[src/rtl/mcbsp_frame_slave.sv]
// McBSP slave port oversampled in the a_clk domain: deserialises one frame into
// dataset_read and serialises a shadow copy of tx_dataset back to the master.
module mcbsp_frame_slave #(
  parameter int WORDS_PER_FRAME = 8,
  parameter int BITS_PER_WORD   = 32,
  parameter bit MSB_FIRST       = 1'b0,
  parameter int SYNC_STAGES     = 2
) (
  input  logic                                     a_clk,
  input  logic                                     a_resetn,
  input  logic                                     mcbsp_clk,
  input  logic                                     mcbsp_frame_start,
  input  logic                                     mcbsp_data_rx,
  input  logic [WORDS_PER_FRAME*BITS_PER_WORD-1:0] tx_dataset,
  output logic                                     mcbsp_data_tx,
  output logic                                     mcbsp_data_clkr,
  output logic                                     mcbsp_data_fsx,
  output logic                                     mcbsp_data_frm,
  output logic [WORDS_PER_FRAME*BITS_PER_WORD-1:0] dataset_read,
  output logic                                     trigger,
  output logic                                     frame_error,
  output logic [31:0]                              frame_count,
  output logic [15:0]                              error_count
);
  localparam int N  = WORDS_PER_FRAME * BITS_PER_WORD;
  localparam int CW = $clog2(N + 1);
  localparam int PW = $clog2(N);
  localparam logic [CW-1:0] LAST_BIT = CW'(N - 1);

  typedef enum logic [0:0] {IDLE = 1'b0, SHIFT = 1'b1} state_t;

  // Frame bit index -> register position; shared by RX capture and TX drive.
  function automatic logic [PW-1:0] bit_pos(input logic [CW-1:0] k);
    int kk;
    int w;
    int j;
    kk = int'(k);
    w  = kk / BITS_PER_WORD;
    j  = kk % BITS_PER_WORD;
    if (MSB_FIRST) begin
      bit_pos = PW'(w * BITS_PER_WORD + BITS_PER_WORD - 1 - j);
    end else begin
      bit_pos = PW'(kk);
    end
  endfunction

  logic [SYNC_STAGES-1:0] clk_sync_r, fs_sync_r, rx_sync_r;
  logic                   clk_prev_r;
  logic                   clk_s, fs_s, rx_s, rise_s, fall_s;
  state_t                 state_r, state_nxt_s;
  logic                   start_s, shift_s, last_s, short_s;
  logic [CW-1:0]          cnt_r, tx_idx_r;
  logic                   tx_pend_r, done_r;
  logic [N-1:0]           rx_sr_r, shadow_r, dataset_r;
  logic                   trigger_r, frame_error_r;
  logic [31:0]            frame_count_r;
  logic [15:0]            error_count_r;
  logic                   tx_r, fsx_r, frm_r;

  assign clk_s  = clk_sync_r[SYNC_STAGES-1];
  assign fs_s   = fs_sync_r[SYNC_STAGES-1];
  assign rx_s   = rx_sync_r[SYNC_STAGES-1];
  assign rise_s = clk_s & ~clk_prev_r;
  assign fall_s = ~clk_s & clk_prev_r;

  // Input synchronisers and previous-clock register (also the clock return).
  always_ff @(posedge a_clk or negedge a_resetn) begin
    if (!a_resetn) begin
      clk_sync_r <= '0;
      fs_sync_r  <= '0;
      rx_sync_r  <= '0;
      clk_prev_r <= 1'b0;
    end else begin
      clk_sync_r <= {clk_sync_r[SYNC_STAGES-2:0], mcbsp_clk};
      fs_sync_r  <= {fs_sync_r[SYNC_STAGES-2:0], mcbsp_frame_start};
      rx_sync_r  <= {rx_sync_r[SYNC_STAGES-2:0], mcbsp_data_rx};
      clk_prev_r <= clk_s;
    end
  end

  // Frame state register.
  always_ff @(posedge a_clk or negedge a_resetn) begin
    if (!a_resetn) begin
      state_r <= IDLE;
    end else begin
      state_r <= state_nxt_s;
    end
  end

  // Next-state decode; an FS during SHIFT is a short frame that restarts at once.
  always_comb begin
    state_nxt_s = state_r;
    start_s     = 1'b0;
    shift_s     = 1'b0;
    last_s      = 1'b0;
    short_s     = 1'b0;
    case (state_r)
      IDLE: begin
        if (rise_s && fs_s) begin
          start_s     = 1'b1;
          state_nxt_s = SHIFT;
        end else begin
          state_nxt_s = IDLE;
        end
      end
      SHIFT: begin
        if (rise_s && fs_s) begin
          start_s     = 1'b1;
          short_s     = 1'b1;
          state_nxt_s = SHIFT;
        end else if (rise_s) begin
          shift_s = 1'b1;
          if (cnt_r == LAST_BIT) begin
            last_s      = 1'b1;
            state_nxt_s = IDLE;
          end else begin
            state_nxt_s = SHIFT;
          end
        end else begin
          state_nxt_s = SHIFT;
        end
      end
      default: begin
        state_nxt_s = IDLE;
      end
    endcase
  end

  // RX capture, TX shadow latch and frame/error bookkeeping.
  always_ff @(posedge a_clk or negedge a_resetn) begin
    if (!a_resetn) begin
      cnt_r         <= '0;
      tx_idx_r      <= '0;
      tx_pend_r     <= 1'b0;
      done_r        <= 1'b0;
      rx_sr_r       <= '0;
      shadow_r      <= '0;
      dataset_r     <= '0;
      trigger_r     <= 1'b0;
      frame_error_r <= 1'b0;
      frame_count_r <= 32'd0;
      error_count_r <= 16'd0;
    end else begin
      done_r        <= last_s;
      trigger_r     <= done_r;
      frame_error_r <= short_s;
      if (start_s) begin
        rx_sr_r                  <= '0;
        rx_sr_r[bit_pos(CW'(0))] <= rx_s;
        shadow_r                 <= tx_dataset;
        cnt_r                    <= CW'(1);
        tx_idx_r                 <= '0;
        tx_pend_r                <= 1'b1;
      end else if (shift_s) begin
        rx_sr_r[bit_pos(cnt_r)] <= rx_s;
        cnt_r                   <= cnt_r + CW'(1);
        tx_idx_r                <= cnt_r;
        tx_pend_r               <= 1'b1;
      end else if (fall_s) begin
        tx_pend_r <= 1'b0;
      end
      if (done_r) begin
        dataset_r     <= rx_sr_r;
        frame_count_r <= frame_count_r + 32'd1;
      end
      if (short_s && (error_count_r != 16'hFFFF)) begin
        error_count_r <= error_count_r + 16'd1;
      end
    end
  end

  // TX drive on falling edges: the bit captured last, or idle low.
  always_ff @(posedge a_clk or negedge a_resetn) begin
    if (!a_resetn) begin
      tx_r  <= 1'b0;
      fsx_r <= 1'b0;
      frm_r <= 1'b0;
    end else if (fall_s) begin
      if (tx_pend_r) begin
        tx_r  <= shadow_r[bit_pos(tx_idx_r)];
        fsx_r <= (tx_idx_r == CW'(0));
        frm_r <= 1'b1;
      end else begin
        tx_r  <= 1'b0;
        fsx_r <= 1'b0;
        frm_r <= 1'b0;
      end
    end
  end

  assign mcbsp_data_tx   = tx_r;
  assign mcbsp_data_clkr = clk_prev_r;
  assign mcbsp_data_fsx  = fsx_r;
  assign mcbsp_data_frm  = frm_r;
  assign dataset_read    = dataset_r;
  assign trigger         = trigger_r;
  assign frame_error     = frame_error_r;
  assign frame_count     = frame_count_r;
  assign error_count     = error_count_r;

endmodule

[config.mk]
export PLATFORM = sky130hd
export DESIGN_NAME = mcbsp_frame_slave
export DESIGN_NICKNAME = d
export VERILOG_FILES = /design/src/rtl/mcbsp_frame_slave.sv
export SDC_FILE = /design/constraint.sdc
export NUM_CORES = 2
export LEC_CHECK = 0
export BUFFER_PORTS_ARGS = -buffer_cell sky130_fd_sc_hd__buf_2
export CORE_ASPECT_RATIO = 1.25
export CORE_MARGIN = 2
export CORE_UTILIZATION = 40
export CTS_BUF_LIST = sky130_fd_sc_hd__clkbuf_8
export CTS_CLUSTER_SIZE = 30
export DETAILED_ROUTE_END_ITERATION = 10
export GPL_ROUTABILITY_DRIVEN = 0
export HOLD_SLACK_MARGIN = 0.06
export PLACE_DENSITY = 0.68
export SLEW_MARGIN = 15
export SYNTH_ARGS = -nofsm -noshare
export SYNTH_HDL_FRONTEND = slang
export SYNTH_SLANG_ARGS = --single-unit
export TNS_END_PERCENT = 50
[constraint.sdc]
create_clock -name a_clk -period 3.16 [get_ports a_clk]
set_input_delay 0.632 -clock a_clk [delete_from_list [all_inputs] [get_ports a_clk]]
set_output_delay 0.632 -clock a_clk [all_outputs]
set_load 0.05 [all_outputs]
Word-level counts from Yosys, hierarchy flattened --
Cells that the tools add are included. W data, S select, Z words.
Storage, ports and cells: flip-flop bits (word level) 849, latch bits 0, RAM bits 0, ROM bits 0, memories 0
Operators by class: $add $sub $neg 3, multiply operators 0, divide/modulo/power cells 0, magnitude comparators 3, equality and inequality tests 2, shift operators 0, muxes and demuxes 34, bitwise gates (word level) 5, reductions and logical operators 6
Operators with widths (count):
- $mux W256 | 2
- $bwmux W256 | 1
- $mux W9 | 4
- $add A32 B1 Y32 const B | 1
- $mux W8 | 4
- $mux W1 | 20
- $lt A8 B9 Y1 const B | 2
- $add A16 B1 Y16 const B | 1
- $ne A16 B16 Y1 const B | 1
- $add A9 B1 Y9 const B | 1
- $eq A9 B8 Y1 const B | 1
- $logic_not A9 Y1 | 1
- $bmux W1 S8 | 1
- $demux W1 S8 | 1
- $ge A8 B1 Y1 const B | 1
- $logic_and A1 B1 Y1 | 3
- $not A1 Y1 | 3
- $reduce_bool A3 Y1 | 1
- $and A1 B1 Y1 | 2
- $pmux W1 S2 | 1
- $reduce_bool A2 Y1 | 1

Longest topological paths before layout --
depth after elaboration 14, depth in mapped cells 11

Least setup slack after synthesis --
Ideal clock, no wire load.
path kind flip-flop to flip-flop, start register clk_prev_r (netlist: mcbsp_data_clkr), end register rx_sr_r[107], library setup time 0.078 ns, arrival 2.130 ns, path slack 0.952 ns, stages on the path, launching flop included 10, buffers on the path 3, cells stage by stage dfrtp_1 > and3b_1 > clkbuf_1 > nor2_1 > nor2_1 > and2_1 > clkbuf_1 > buf_2 > nand3_1 > a21oi_1
On the way: cells in the longest elaborated chain, start to end 6, elaborated cells between the ends (all ways) 9, those cells by class 5 x mux; 2 x bitwise; 2 x reduce/logical
RTL lines:
- from (decl) | RTL line 48 | logic clk_prev_r;
- from (signal assigned) | RTL line 77 | clk_prev_r <= clk_s;
- $not A1 Y1 * | RTL line 63 | assign rise_s = clk_s & ~clk_prev_r;
- $and A1 B1 Y1 * | RTL line 63
- $mux W1 / $logic_and A1 B1 Y1 (equally long branches) | RTL line 111, 99, 107
- $mux W1 | RTL line 107 | if (rise_s && fs_s) begin
- $mux W1 | RTL line 97 | case (state_r)
- $reduce_bool A2 Y1 (no line)
- to (signal, indexed assignment) | RTL line 149 | rx_sr_r[bit_pos(CW'(0))] <= rx_s;
- to (signal, indexed assignment) | RTL line 155 | rx_sr_r[bit_pos(cnt_r)] <= rx_s;
- to (decl) | RTL line 54 | logic [N-1:0] rx_sr_r, shadow_r, dataset_r;
Mark *: on every way between the ends. The rest lies on a longest branch, timed or not. A chain may end at the register's enable or synchronous reset.

Worst setup path after layout --
start register tx_idx_r[0], end register tx_r (netlist: mcbsp_data_tx)
On the way: cells in the longest elaborated chain, start to end 5
RTL lines:
- from (decl) | RTL line 52 | logic [CW-1:0] cnt_r, tx_idx_r;
- from (signal assigned) | RTL line 157 | tx_idx_r <= cnt_r;
- $mux W8 | RTL line 179 | if (tx_pend_r) begin
- $mux W8 | RTL line 178 | end else if (fall_s) begin
- $bmux W1 S8 | RTL line 180 | tx_r <= shadow_r[bit_pos(tx_idx_r)];
- $mux W1 (implied by the code) | RTL line 180
- $mux W1 | RTL line 179
- to (signal assigned) | RTL line 180
- to (decl) | RTL line 58 | logic tx_r, fsx_r, frm_r;
Every way passes these cells. The select of a mux whose other input is x is not followed.

==> impl_results.md <==
- Clock tree from TritonCTS: yes
- Number of synthesized flops with an enable pin: 0
- Starting density of the core: 40.4%
- FF+latch count, synth: 849
- Most common cell after layout, fill and taps aside: sky130_fd_sc_hd__dfrtp_1
- Hold Violations, Final: 0
- P_leak: 23.1 nW
- Number of top-level pins: approximately 570
- Register-to-register setup slack: 540 ps
- Net switching power figure: 6.68 mW
- Cells after Synth: 3344
- Synth Net Count: 3612
- Max-slew violations: 0
- Die width: around 270 µm
- Via Count: about 30000
- Relative max-transition margin: between 10% and 20%
- Placeable core region: ~89000 µm²
- Placed wire-length estimate after detailed placement: 77.2 mm
- Inserted Clock Buffers: 138
- Switch share: a little over a quarter
- Pin count of the biggest net entering global routing: 257
- Met3 usage in global routing: 5.68%
- DRC viols: 0
- Type of element capturing the critical path: register
- Critical path class: register to register
- Final critical-path share of the clock period: around 83%
- Clk Tree Root Cell: sky130_fd_sc_hd__clkbuf_8
- Part of the power in registers: 49.3%
- Final setup violation count: 0
- Post-synthesis sequential area ratio: between 50% and 60%
- Number of routed nets with antenna violations: 0
- Slowest stage cell, crit path: sky130_fd_sc_hd__dfrtp_4
- Post-route clock skew: approximately 48 ps
- Wire length of the first global-routing pass: roughly 190 mm
- DR pass1 iterations: 6
- Filler Cell Count: 7596
- GR peak layer: met2
- Most used flip-flop cell after synthesis: sky130_fd_sc_hd__dfrtp_1
- Relative contribution of the clock network to total power: 38.9%
- Die ar.: about 92000 µm²
- Finished Core Util: 51.3%
- Number of H-tree branching levels: 4
- Peak ir drop on the vdd network: approximately 0.43 mV
- Yosys warning total: 0
- CP Cell Sequence: buf_12 > buf_4 > mux4_2 > a22o_1 > nor4b_1 > o22ai_1 > nand2_1 > o311ai_1
- Global-route usage over all layers: a little over a quarter
- Critical path data required time: 3800 ps
- CP arrival: roughly 3300 ps
- Post-cts gate resize count: 0
- Met1 Track Usage GR: between 30% and 40%
- Clock Pin Slew Worst Setup and Hold Paths: around 70 ps
- Latest clock arrival within the worst-skew pair: 810 ps
- Status: complete, no violations
- Worst-case clock buffer depth: 3
- Mean post-synth cell area: around 11 µm²
- Count of nets after finishing: 4426
- Setup TNS Final: 0 ps
- Total wirelength of the detailed-routed design: ~120 mm
- Fraction of final layout cells with drive strength greater than 1: 28.7%
- Non-filler instance count after layout: 5445
- Remaining global-route overflow: 0
- Critical Path Max Stage Delay: 580 ps
- Post-synthesis to final-layout area growth: 27.2%
- Wire length per cell after detailed routing: between 20 and 25 µm
- Number of cell rows: 122
- Worst min-delay path class: input pin to register
- Post-route minimum period: 2620 ps
- Highest net fanout along the worst path: 26
- Internal power of the cells: 17.7 mW
- Max-cap check violation count: 0
- Maximum clock rate: 381 MHz
- Share of total power in combinational logic: 11.8%
- Met2 demand-to-capacity share in global routing: ~43%
- Commonest cells after routing, fill and taps aside: sky130_fd_sc_hd__dfrtp_1 (845), sky130_fd_sc_hd__nand2_1 (837), sky130_fd_sc_hd__buf_2 (569)
- Placed Cells incl. Taps: 4938
- Average vias per placed instance: 5.46
- Clock Sinks: 849
- Cell area power density: approximately 530 nW/µm²
- CP startpoint kind: register
- Die Y-Extent: 339 µm
- Post-synth design cell area: 35800 µm²
- Vias in the first global route: 30000
- Post-synth ARST share: 100%
- Antenna violations before repair: 3
- Slew @ Worst Pin: 1290 ps
- Unrepaired setup endpoints after global routing: no
- Number of I/O port buffers: 570
- Number of distinct library cells after synthesis: 55
- Iter 0 DRT Violations: 3023
[repair_timing]
| action | 4_1_cts | 5_1_grt |
|---|---|---|
| setup buffers | 0 | 0 |
| hold buffers | 258 | 0 |
| hold endpoints to repair | 284 | 0 |
[flip-flops by register name (all words and copies together), names as in the netlist, 2 cells and up]
register and flops:
cnt_r 9, rx_sr_r 256, dataset_read 256, tx_idx_r 9
shadow_r 256, fs_sync_r 2, clk_sync_r 2, rx_sync_r 2
error_count 16, frame_count 32
[worst paths after layout]
path | from | end | cells past startpoint
setup / recovery | tx_idx_r[0]$_DFFE_PN0P_ | mcbsp_data_tx$_DFFE_PN0P_ | 8
hold / removal | tx_dataset[113] | shadow_r[113]$_DFFE_PN0P_ | 3
setup reg to reg | tx_idx_r[0]$_DFFE_PN0P_ | mcbsp_data_tx$_DFFE_PN0P_ | 8
hold reg to reg | rx_sync_r[0]$_DFF_PN0_ | rx_sync_r[1]$_DFF_PN0_ | 0
max in group asynchronous | a_resetn | error_count[2]$_DFFE_PN0P_ | 3
min in group asynchronous | a_resetn | dataset_read[88]$_DFFE_PN0P_ | 2
[critical path: cells and delay by family (launching register included)]
kind                   cells  cell delay (ps)
buffers and inverters      2              500
AO/OA/AOI/OAI              3              440
flip-flops                 1              580
AND/OR/NAND/NOR            2              420
multiplexers               1              510
[synthesized netlist by cell type (all sizes together) (12+ instances only)]
master,count,area (µm²)
xor2,18,158
a22o,13,114
mux2,268,3020
nand4,12,75.1
mux2i,41,410
nor2,74,278
a21oi,238,1190
xnor2,31,272
and2,17,106
dfrtp,849,21200
o21ai,223,1120
buf,42,239
clkbuf,225,845
nand2,837,3140
mux4,59,1330
nand3,265,1330
nor3,17,85.1
[metal layers]
metal	routed length (µm)	part of all wire [%]	vias up
li1	-	-	13100
met1	47600	39	14800
met2	58900	48	1637
met3	10400	8.6	251
met4	4660	3.8	0
met5	0	0	-
[stage by stage]
stage	cell area [µm²]	setup WS, ps	total power [mW]	hold slack (ps)
2_1_floorplan	35800	952	13.6	331
3_3_place_gp	40200	573	14.7	336
3_5_place_dp	40200	552	14.7	335
4_1_cts	45500	506	24.4	71.5
5_1_grt	45500	337	25.4	98.1
6_report	45500	537	24.3	144
[cell families after synthesis]
group,Yosys count,synth area share [%]
AND/OR/NAND/NOR,1278,15.1
flip-flops,849,59.3
AO/OA/AOI/OAI,516,7.71
multiplexers,368,13.3
buffers and inverters,277,3.13
XOR/XNOR,49,1.20
adder cells (fa/ha/maj),7,0.245
[layout make-up]
cell class              count  area [µm²]  share of cell area, %
diodes                      3        7.51                 0.0165
clock buffers             171        2350                   5.17
clock inverters            75         379                  0.833
inverters                  10        37.5                 0.0824
multi-input cells        2218       13500                   29.6
flip-flops and latches    849       21300                   46.7
well taps                1178        1470                   3.24
repair buffers            941        6540                   14.4
[power by group through the flow]
stage | combinational (mW) | sequential (mW) | clock [mW]
after global placement | 2.51 | 12.2 | 0
after CTS | 2.82 | 12.0 | 9.65
after floorplan | 1.51 | 12.1 | 0
final | 2.86 | 12.0 | 9.48
after detailed placement | 2.56 | 12.2 | 0
after global routing | 3.12 | 12.0 | 10.2
(Power assumes the default switching activity.)
